===== config.mk =====
export PLATFORM = sky130hd
export DESIGN_NAME = microtile_tdc_counter_flat
export DESIGN_NICKNAME = d
export VERILOG_FILES = /design/src/rtl/microtile_tdc_pkg.sv /design/src/rtl/microtile_tdc_counter_if.sv /design/src/rtl/tdc_sync_edge.sv /design/src/rtl/microtile_tdc_counter.sv /design/src/flat_wrapper.sv
export SDC_FILE = /design/constraint.sdc
export NUM_CORES = 1
export LEC_CHECK = 0
export BUFFER_PORTS_ARGS = -buffer_cell sky130_fd_sc_hd__buf_2
export CORE_ASPECT_RATIO = 1.2
export CORE_UTILIZATION = 31
export DETAILED_ROUTE_END_ITERATION = 8
export GPL_TIMING_DRIVEN = 1
export PLACE_DENSITY = 0.52
export SLEW_MARGIN = 10
export SYNTH_ARGS = -nofsm -noshare
export SYNTH_HDL_FRONTEND = slang
export SYNTH_SLANG_ARGS = --single-unit

===== constraint.sdc =====
create_clock -name clk -period 2.3 [get_ports clk]
set_input_delay 0.345 -clock clk [delete_from_list [all_inputs] [get_ports clk]]
set_output_delay 0.345 -clock clk [all_outputs]
set_load 0.05 [all_outputs]

===== src/rtl/microtile_tdc_pkg.sv =====
// Shared types and constants for the coarse counter TDC microtile.
package microtile_tdc_pkg;

  typedef enum logic [1:0] {
    IDLE    = 2'd0,
    ARMED   = 2'd1,
    RUNNING = 2'd2,
    DONE    = 2'd3
  } tdc_state_e;

  typedef enum logic [1:0] {
    SEL_RES_LO = 2'd0,
    SEL_RES_HI = 2'd1,
    SEL_STATUS = 2'd2,
    SEL_MEAS   = 2'd3
  } out_sel_e;

  localparam int UI_START  = 0;
  localparam int UI_STOP   = 1;
  localparam int UI_ARM    = 2;
  localparam int UI_CLEAR  = 3;
  localparam int UI_SEL_LO = 4;
  localparam int UI_SEL_HI = 5;

  localparam int ST_STATE_MSB = 7;
  localparam int ST_STATE_LSB = 6;
  localparam int ST_OVF       = 5;
  localparam int ST_VALID     = 4;

  function automatic logic [7:0] status_byte(tdc_state_e s, logic ovf, logic vld);
    logic [7:0] b;
    b = '0;
    b[ST_STATE_MSB:ST_STATE_LSB] = s;
    b[ST_OVF]   = ovf;
    b[ST_VALID] = vld;
    return b;
  endfunction

endpackage


===== src/rtl/microtile_tdc_counter_if.sv =====
// Microtile pad bus: ui_in from the container, uo_out back to its mux.
interface microtile_tdc_counter_if;
  logic [7:0] ui_in;
  logic [7:0] uo_out;

  modport master (output ui_in, input uo_out);
  modport slave  (input ui_in, output uo_out);
endinterface


===== src/rtl/tdc_sync_edge.sv =====
// Pad synchronizer + rise detector; FILTER requires two high cycles before
// a pulse is issued, which rejects single-cycle glitches at +1 latency.
module tdc_sync_edge #(
  parameter int SYNC_STAGES = 2,
  parameter bit FILTER      = 1'b0
) (
  input  logic clk,
  input  logic rst_n,
  input  logic din,
  output logic pulse
);

  logic [SYNC_STAGES-1:0] sync_q;
  logic lvl_d1, lvl_d2;
  logic lvl;

  assign lvl = sync_q[SYNC_STAGES-1];

  always_ff @(posedge clk or negedge rst_n) begin
    if (!rst_n) begin
      sync_q <= '0;
      lvl_d1 <= 1'b0;
      lvl_d2 <= 1'b0;
      pulse  <= 1'b0;
    end else begin
      sync_q <= {sync_q[SYNC_STAGES-2:0], din};
      lvl_d1 <= lvl;
      lvl_d2 <= lvl_d1;
      pulse  <= FILTER ? (lvl & lvl_d1 & ~lvl_d2) : (lvl & ~lvl_d1);
    end
  end

endmodule


===== src/rtl/microtile_tdc_counter.sv =====
// Coarse TDC microtile: cycles between start and stop pulses, byte readout.
// Optional: define TDC_GLITCH_FILTER_EN to filter start/stop glitches.
module microtile_tdc_counter
  import microtile_tdc_pkg::*;
#(
  parameter int CNT_W       = 16,
  parameter int SYNC_STAGES = 2
) (
  input logic                  clk,
  input logic                  rst_n,
  microtile_tdc_counter_if.slave bus
);

`ifdef TDC_GLITCH_FILTER_EN
  localparam bit EDGE_FILT = 1'b1;
`else
  localparam bit EDGE_FILT = 1'b0;
`endif

  localparam logic [CNT_W-1:0] CNT_MAX = '1;

  logic [3:0] pulse;
  logic start_p, stop_p, arm_p, clr_p;

  // bits 0..3 of ui_in are start, stop, arm, clear; only start/stop filter
  for (genvar i = 0; i < 4; i++) begin : g_sync
    tdc_sync_edge #(
      .SYNC_STAGES(SYNC_STAGES),
      .FILTER     ((i < 2) ? EDGE_FILT : 1'b0)
    ) u_sync (
      .clk  (clk),
      .rst_n(rst_n),
      .din  (bus.ui_in[i]),
      .pulse(pulse[i])
    );
  end

  assign start_p = pulse[UI_START];
  assign stop_p  = pulse[UI_STOP];
  assign arm_p   = pulse[UI_ARM];
  assign clr_p   = pulse[UI_CLEAR];

  tdc_state_e       state_q, state_d;
  logic [CNT_W-1:0] cnt_q, cnt_d, result_q, result_d;
  logic             ovf_q, ovf_d, valid_q, valid_d;
  logic [7:0]       meas_q, meas_d, uo_q, uo_d;
  logic [15:0]      res16;
  logic             unused_ui;

  assign unused_ui = ^bus.ui_in[7:6];

  always_ff @(posedge clk or negedge rst_n) begin
    if (!rst_n) state_q <= IDLE;
    else        state_q <= state_d;
  end

  always_ff @(posedge clk or negedge rst_n) begin
    if (!rst_n) begin
      cnt_q    <= '0;
      result_q <= '0;
      ovf_q    <= 1'b0;
      valid_q  <= 1'b0;
      meas_q   <= '0;
      uo_q     <= '0;
    end else begin
      cnt_q    <= cnt_d;
      result_q <= result_d;
      ovf_q    <= ovf_d;
      valid_q  <= valid_d;
      meas_q   <= meas_d;
      uo_q     <= uo_d;
    end
  end

  always_comb begin
    state_d  = state_q;
    cnt_d    = cnt_q;
    result_d = result_q;
    ovf_d    = ovf_q;
    valid_d  = valid_q;
    meas_d   = meas_q;
    if (clr_p) begin
      state_d  = IDLE;
      cnt_d    = '0;
      result_d = '0;
      ovf_d    = 1'b0;
      valid_d  = 1'b0;
      meas_d   = '0;
    end else begin
      unique case (state_q)
        IDLE: if (arm_p) begin
          state_d = ARMED;
          cnt_d   = '0;
          ovf_d   = 1'b0;
          valid_d = 1'b0;
        end
        ARMED: if (start_p) begin
          cnt_d = '0;
          if (stop_p) begin
            state_d  = DONE;
            result_d = '0;
            valid_d  = 1'b1;
            meas_d   = meas_q + 8'd1;
          end else begin
            state_d = RUNNING;
          end
        end
        RUNNING: begin
          // a stop landing on the saturating cycle cannot be represented either
          if (cnt_q == CNT_MAX) begin
            state_d  = DONE;
            result_d = CNT_MAX;
            ovf_d    = 1'b1;
            valid_d  = 1'b1;
            meas_d   = meas_q + 8'd1;
          end else if (stop_p) begin
            state_d  = DONE;
            result_d = cnt_q + 1'b1;
            valid_d  = 1'b1;
            meas_d   = meas_q + 8'd1;
          end else begin
            cnt_d = cnt_q + 1'b1;
          end
        end
        DONE: if (arm_p) begin
          state_d = ARMED;
          ovf_d   = 1'b0;
          valid_d = 1'b0;
        end
        default: state_d = IDLE;
      endcase
    end
  end

  assign res16 = 16'(result_q);

  always_comb begin
    uo_d = '0;
    unique case (out_sel_e'(bus.ui_in[UI_SEL_HI:UI_SEL_LO]))
      SEL_RES_LO: uo_d = res16[7:0];
      SEL_RES_HI: uo_d = res16[15:8];
      SEL_STATUS: uo_d = status_byte(state_q, ovf_q, valid_q);
      SEL_MEAS:   uo_d = meas_q;
      default:    uo_d = '0;
    endcase
  end

  assign bus.uo_out = uo_q;

endmodule

===== src/flat_wrapper.sv =====
// flat-port wrapper written by rule: the top's interface ports become plain ports
module microtile_tdc_counter_flat import microtile_tdc_pkg::*;
#(
  parameter int CNT_W       = 16,
  parameter int SYNC_STAGES = 2
)
  (clk, rst_n, bus_ui_in, bus_uo_out);
  microtile_tdc_counter_if bus_i ();
  input logic clk;
  input logic rst_n;
  input wire logic [$bits(bus_i.ui_in)-1:0] bus_ui_in;
  output wire logic [$bits(bus_i.uo_out)-1:0] bus_uo_out;
  assign bus_i.ui_in = bus_ui_in;
  assign bus_uo_out = bus_i.uo_out;
  microtile_tdc_counter #(.CNT_W(CNT_W), .SYNC_STAGES(SYNC_STAGES)) u_core (.clk(clk), .rst_n(rst_n), .bus(bus_i));
endmodule

After elaboration in Yosys (flattened, before gate mapping)
Index checks and enable logic that the tools add are counted.
- add/sub/neg operators: 2
- $mul: 0
- div/mod/pow operators: 0
- order comparisons: 0
- eq/ne operators: 15
- shift-type cells: 0
- multiplexer cells: 34
- bitwise logic cells: 8
- reduce and logical (&&, ||, !) cells: 12
- operator list (kind ; count):
    $mux W16 ; 10
    $pmux W16 S3 ; 1
    $mux W8 ; 4
    $pmux W16 S2 ; 1
    $pmux W8 S4 ; 1
    $add A16 B1 Y16 const B ; 1
    $eq A16 B16 Y1 const B ; 1
    $pmux W8 S2 ; 1
    $ne A3 B3 Y1 const B ; 5
    $mux W2 ; 5
    $add A8 B1 Y8 const B ; 1
    $eq A2 B2 Y1 const B ; 4
    $mux W1 ; 8
    $pmux W2 S3 ; 1
    $reduce_and A3 Y1 ; 2
    $reduce_bool A3 Y1 ; 2
    $reduce_and A5 Y1 ; 1
    $and A1 B1 Y1 ; 4
    $eq A2 B1 Y1 const B ; 2
    $logic_not A2 Y1 ; 2
    $ne A4 B3 Y1 const B ; 1
    $not A1 Y1 ; 4
    $reduce_and A2 Y1 ; 2
    $reduce_and A4 Y1 ; 1
    6 further kinds ; 6
- bits in registers: 68
- bits in latches: 0
- bits in writable memories: 0
- memory bits (read-only): 0
- bits of input ports: 10
- output and inout port bits: 8
- word-level logic and storage cells: 90
- memories kept: 0

Logic depth before layout (Yosys ltp)
- word-level depth: 5
- gate-level depth with buffers: 9
- mapped depth without buffers: 6

Hierarchy
Synthesis repeated with hierarchy kept, for this count alone.
- cell total of the unflattened synthesis: 306
- area, all modules: 3315.7 sq um
- by module, submodules not included (module ; instances ; cells each ; area each (sq um) ; sequential area each (sq um)):
    microtile_tdc_counter ; 1 ; 286 ; 2860.2 ; 1301.2
    tdc_sync_edge ; 4 ; 5 ; 113.9 ; 100.1

Worst setup path before layout
OpenSTA, ideal clock, no wires.
- kind: register to register
- start: reg u_core.cnt_q[0]
- end: reg u_core.meas_q[0]
- library setup time: 0.125 ns
- arrival time: 1.901 ns
- required time: 2.175 ns
- slack: 0.274 ns
- stages on the path, launching flop included: 6
- buffers on the path: 0
- clock period less this slack: 2.026 ns
- path through: dfrtp_1 > ha_1 > nand4_1 > or4_4 > a21boi_2 > mux2_2
- longest elaborated chain between the ends: 4
- ends and longest elaborated chain (element ; RTL line ; source):
    from (decl) ; microtile_tdc_counter.sv:44 ; logic [CNT_W-1:0] cnt_q, cnt_d, result_q, result_d;
    from (signal assigned) ; microtile_tdc_counter.sv:66 ; cnt_q <= cnt_d;
    $eq A16 B16 Y1 ; microtile_tdc_counter.sv:110 ; if (cnt_q == CNT_MAX) begin
    $mux W8 ; microtile_tdc_counter.sv:110 ;
    $pmux W8 S2 ; microtile_tdc_counter.sv:90 ; unique case (state_q)
    $mux W8 ; microtile_tdc_counter.sv:82 ; if (clr_p) begin
    to (signal assigned) ; microtile_tdc_counter.sv:70 ; meas_q <= meas_d;
    to (decl) ; microtile_tdc_counter.sv:46 ; logic [7:0] meas_q, meas_d, uo_q, uo_d;
Every way passes these cells.
A chain may end at the register's enable or synchronous reset.

Final worst setup path
- start: reg u_core.cnt_q[1]
- end: reg u_core.meas_q[0]
Same word-level chain as after synthesis.

==> flow_summary.ini <==
[global_routing]
grt-ovfl-total = 0
grt_max_degree = 42
grt_first_pass_wirelength_um = 14700
grtUsageTotal_pct = 16.5
first_global_vias = 2694
antenna_found_initial = 0

[floorplan]
die_h_um = 119
ios = 18
dieArea_um2 = 11900
initial_core_util_pct = 32.1
rows = 42
die_x_um = 99.8
coreArea_um2 = 11100

[clocking]
htree_num_levels = 3
cts.path.max_buffers = 2
post_cts_buffers = 0
cts_tree = yes
post_cts_resized = 0
cts-root-buf = clkbuf_16
numCtsBuffers = 9
cts.sinks = 68
clkLatencyLatePin_ps = 340
cts_hold_buf = 0
path_clk_slew_ps = 60

[synth]
synth_cell_type_count = 57
ys_async_sr_fraction_pct = 100
synth_warnings = 0
syn_area_per_cell_um2 = 10.4
syn_inst = 344
synthFlopType = dfrtp_1
syn_nets = 360
syn_area_um2 = 3560
ys_seq_area_share_pct = 47.8
synth-edff-count = 0
ys_ff_latch = 68

[route]
drt-met1-wl_um = 4190
top_layer_used = met4
first_pass_iters = 5
drc = 0
met2_wirelength_um = 4400
drt_iter0_markers = 199
drt-wirelength-per-cell_um = 17.2
wl_um = 9170
ant_nets = 0
vias = 2796
viasPerCell = 5.25
wl_met3_um = 319

[sta]
final-hold-violation-count = 0
max-slew-margin-rel_pct = 55.1
skew_ps = 9.68
worst_slew_pin_slew_ps = 673
finalSetupViolCount = 0
slew_violations = 0
fin_crit_ps = 2160
grt_setup_unrepaired = true
finalCritPeriodShare_pct = 94.1
fmax_mhz = 462

[setup_path]
cp_max_fo = 14
worstSetupPathType = flop to flop
start_kind = flop
arrival_ps = 2390
cp-end-kind = flop
critPathRequiredTime_ps = 2520

[final_layout]
final_cell_mix = 68 x dfrtp_1, 24 x buf_4, 21 x nor2_1
area_growth_syn_to_layout_pct = 20.1
final_cells = 533
drive_gt1_share_pct = 20.8
nets = 390
final_area_um2 = 4280
layout.cells.most_common = dfrtp_1
antenna_cells = 0
fillers = 1098

[power]
netSwitchingFraction_pct = 34.8
p_leak_nw = 1.81
clkPwrFrac_pct = 33.1
p_seq_share_pct = 35.4
finalPower_mw = 4.34
ir_drop_mv = 0.391
power.internal_mw = 2.83
netSwitchingPower_mw = 1.51
pwr-share-comb_pct = 31.5
power.density_nw_per_um2 = 1010

[placed_design]
gp_congestion = 0.839
place_area_um2 = 3960
dpl.hpwl_um = 6490
port_buffers = 15
dp_cells = 517

[worst_hold_path]
min_path_type = input pin to asynchronous set/reset pin

[flow_run]
cap_violations = 0

[outcome]
status = finished clean
## cell usage after synthesis (all sizes together), types with 2 or more instances
cell type	count	share of area, %
or3	2	0.35
nor2	21	2.2
nor2b	13	2.3
and2	3	0.53
nor3	12	1.7
o311ai	2	0.49
a21oi	9	1.6
mux2	6	1.9
a31o	2	0.49
o32a	2	0.56
nand4	11	2.4
a21boi	2	0.53
nand2b	3	0.53
o221ai	2	0.49
o211ai	4	0.84
nand2	16	1.7
o31ai	3	0.63
a311oi	2	0.49
clkbuf	16	1.7
a41oi	2	0.49
mux4	4	2.5
nand3	15	2.1
dfrtp	68	48
nor4	10	2.4
o31a	2	0.49
a2bb2oi	12	3.0
a32oi	2	0.49
o21a	5	1.1
o21ai	20	2.8
and3	6	1.1
ha	6	2.1
a31oi	5	0.88
buf	7	1.3
o22ai	2	0.35
mux2i	17	4.8
inv	16	1.7
or4	3	0.74
## registers in the layout, summed over array words and instances (netlist names)
name,count
u_core.bus.uo_out,8
u_core.g_sync.u_sync.sync_q,8
u_core.ovf_q,1
u_core.valid_q,1
u_core.g_sync.u_sync.pulse,4
u_core.state_q,2
u_core.meas_q,8
u_core.g_sync.u_sync.lvl_d1,4
u_core.res16,16
u_core.cnt_q,16
## layer usage
layer | global-route usage (%) | vias up
li1 | - | 1347
met1 | 21.7 | 1371
met2 | 26.1 | 59
met3 | 2.29 | 19
met4 | 8.92 | 0
met5 | 0 | -
## kinds of logic (layout without fill, tap and decap cells)
kind of cell | Yosys count | after routing | share of synthesized area (%)
fa+ha+maj | 6 | 6 | 2.11
xor+xnor | 1 | 1 | 0.246
flops | 68 | 68 | 47.8
buf+inv | 40 | 75 | 4.81
mux | 27 | 27 | 9.21
compound gates | 86 | 86 | 17.7
simple gates | 116 | 116 | 18.1
## power groups by stage
stage,Combinational (mW),Sequential (mW),Clock (mW)
finish,1.36,1.54,1.44
global route,1.47,1.56,1.51
CTS,1.36,1.54,1.47
detailed placement,1.36,1.55,0
global placement,1.34,1.55,0
floorplan,0.794,1.67,0
## critical path, cell delays in order (launching register included)
cell,delay (ps)
dfrtp_1,400
ha_1,260
nand4_1,190
or4_4,660
a21boi_2,200
mux2_2,340
## path summary, 6_finish.rpt
check	cells past startpoint	end	slack, ps	from
hold / removal	1	u_core.g_sync[1].u_sync.sync_q[0]$_DFF_PN0_	40	rst_n
setup / recovery	5	u_core.meas_q[0]$_DFFE_PN0P_	140	u_core.cnt_q[1]$_DFFE_PN0P_
max in group asynchronous	2	u_core.res16[6]$_DFFE_PN0P_	1600	rst_n
setup reg to reg	5	u_core.meas_q[0]$_DFFE_PN0P_	140	u_core.cnt_q[1]$_DFFE_PN0P_
min in group clk	1	u_core.g_sync[0].u_sync.sync_q[0]$_DFF_PN0_	110	bus_ui_in[0]
hold reg to reg	0	u_core.g_sync[0].u_sync.sync_q[1]$_DFF_PN0_	350	u_core.g_sync[0].u_sync.sync_q[0]$_DFF_PN0_
## stage by stage
step	worst slack [ps]	hold WS (ps)	util [%]	setup TNS, ps
global route	-9.30	99.1	38.6	-9.30
floorplan	274	49.4	-	0
CTS	14.0	67.4	38.5	0
finish	137	41.2	38.6	0
detailed placement	48.9	339	35.7	0
global placement	81.8	333	35.7	0
## final cells by class
cell class	count	area, um^2	area share [%]
flip-flops and latches	68	1700	39.8
multi-input cells	236	1700	39.7
repair buffers	42	315	7.37
clock buffers	9	225	5.27
well taps	154	193	4.51
clock inverters	7	81.3	1.90
inverters	17	63.8	1.49
No activity file was read; power rests on OpenSTA's default activity.
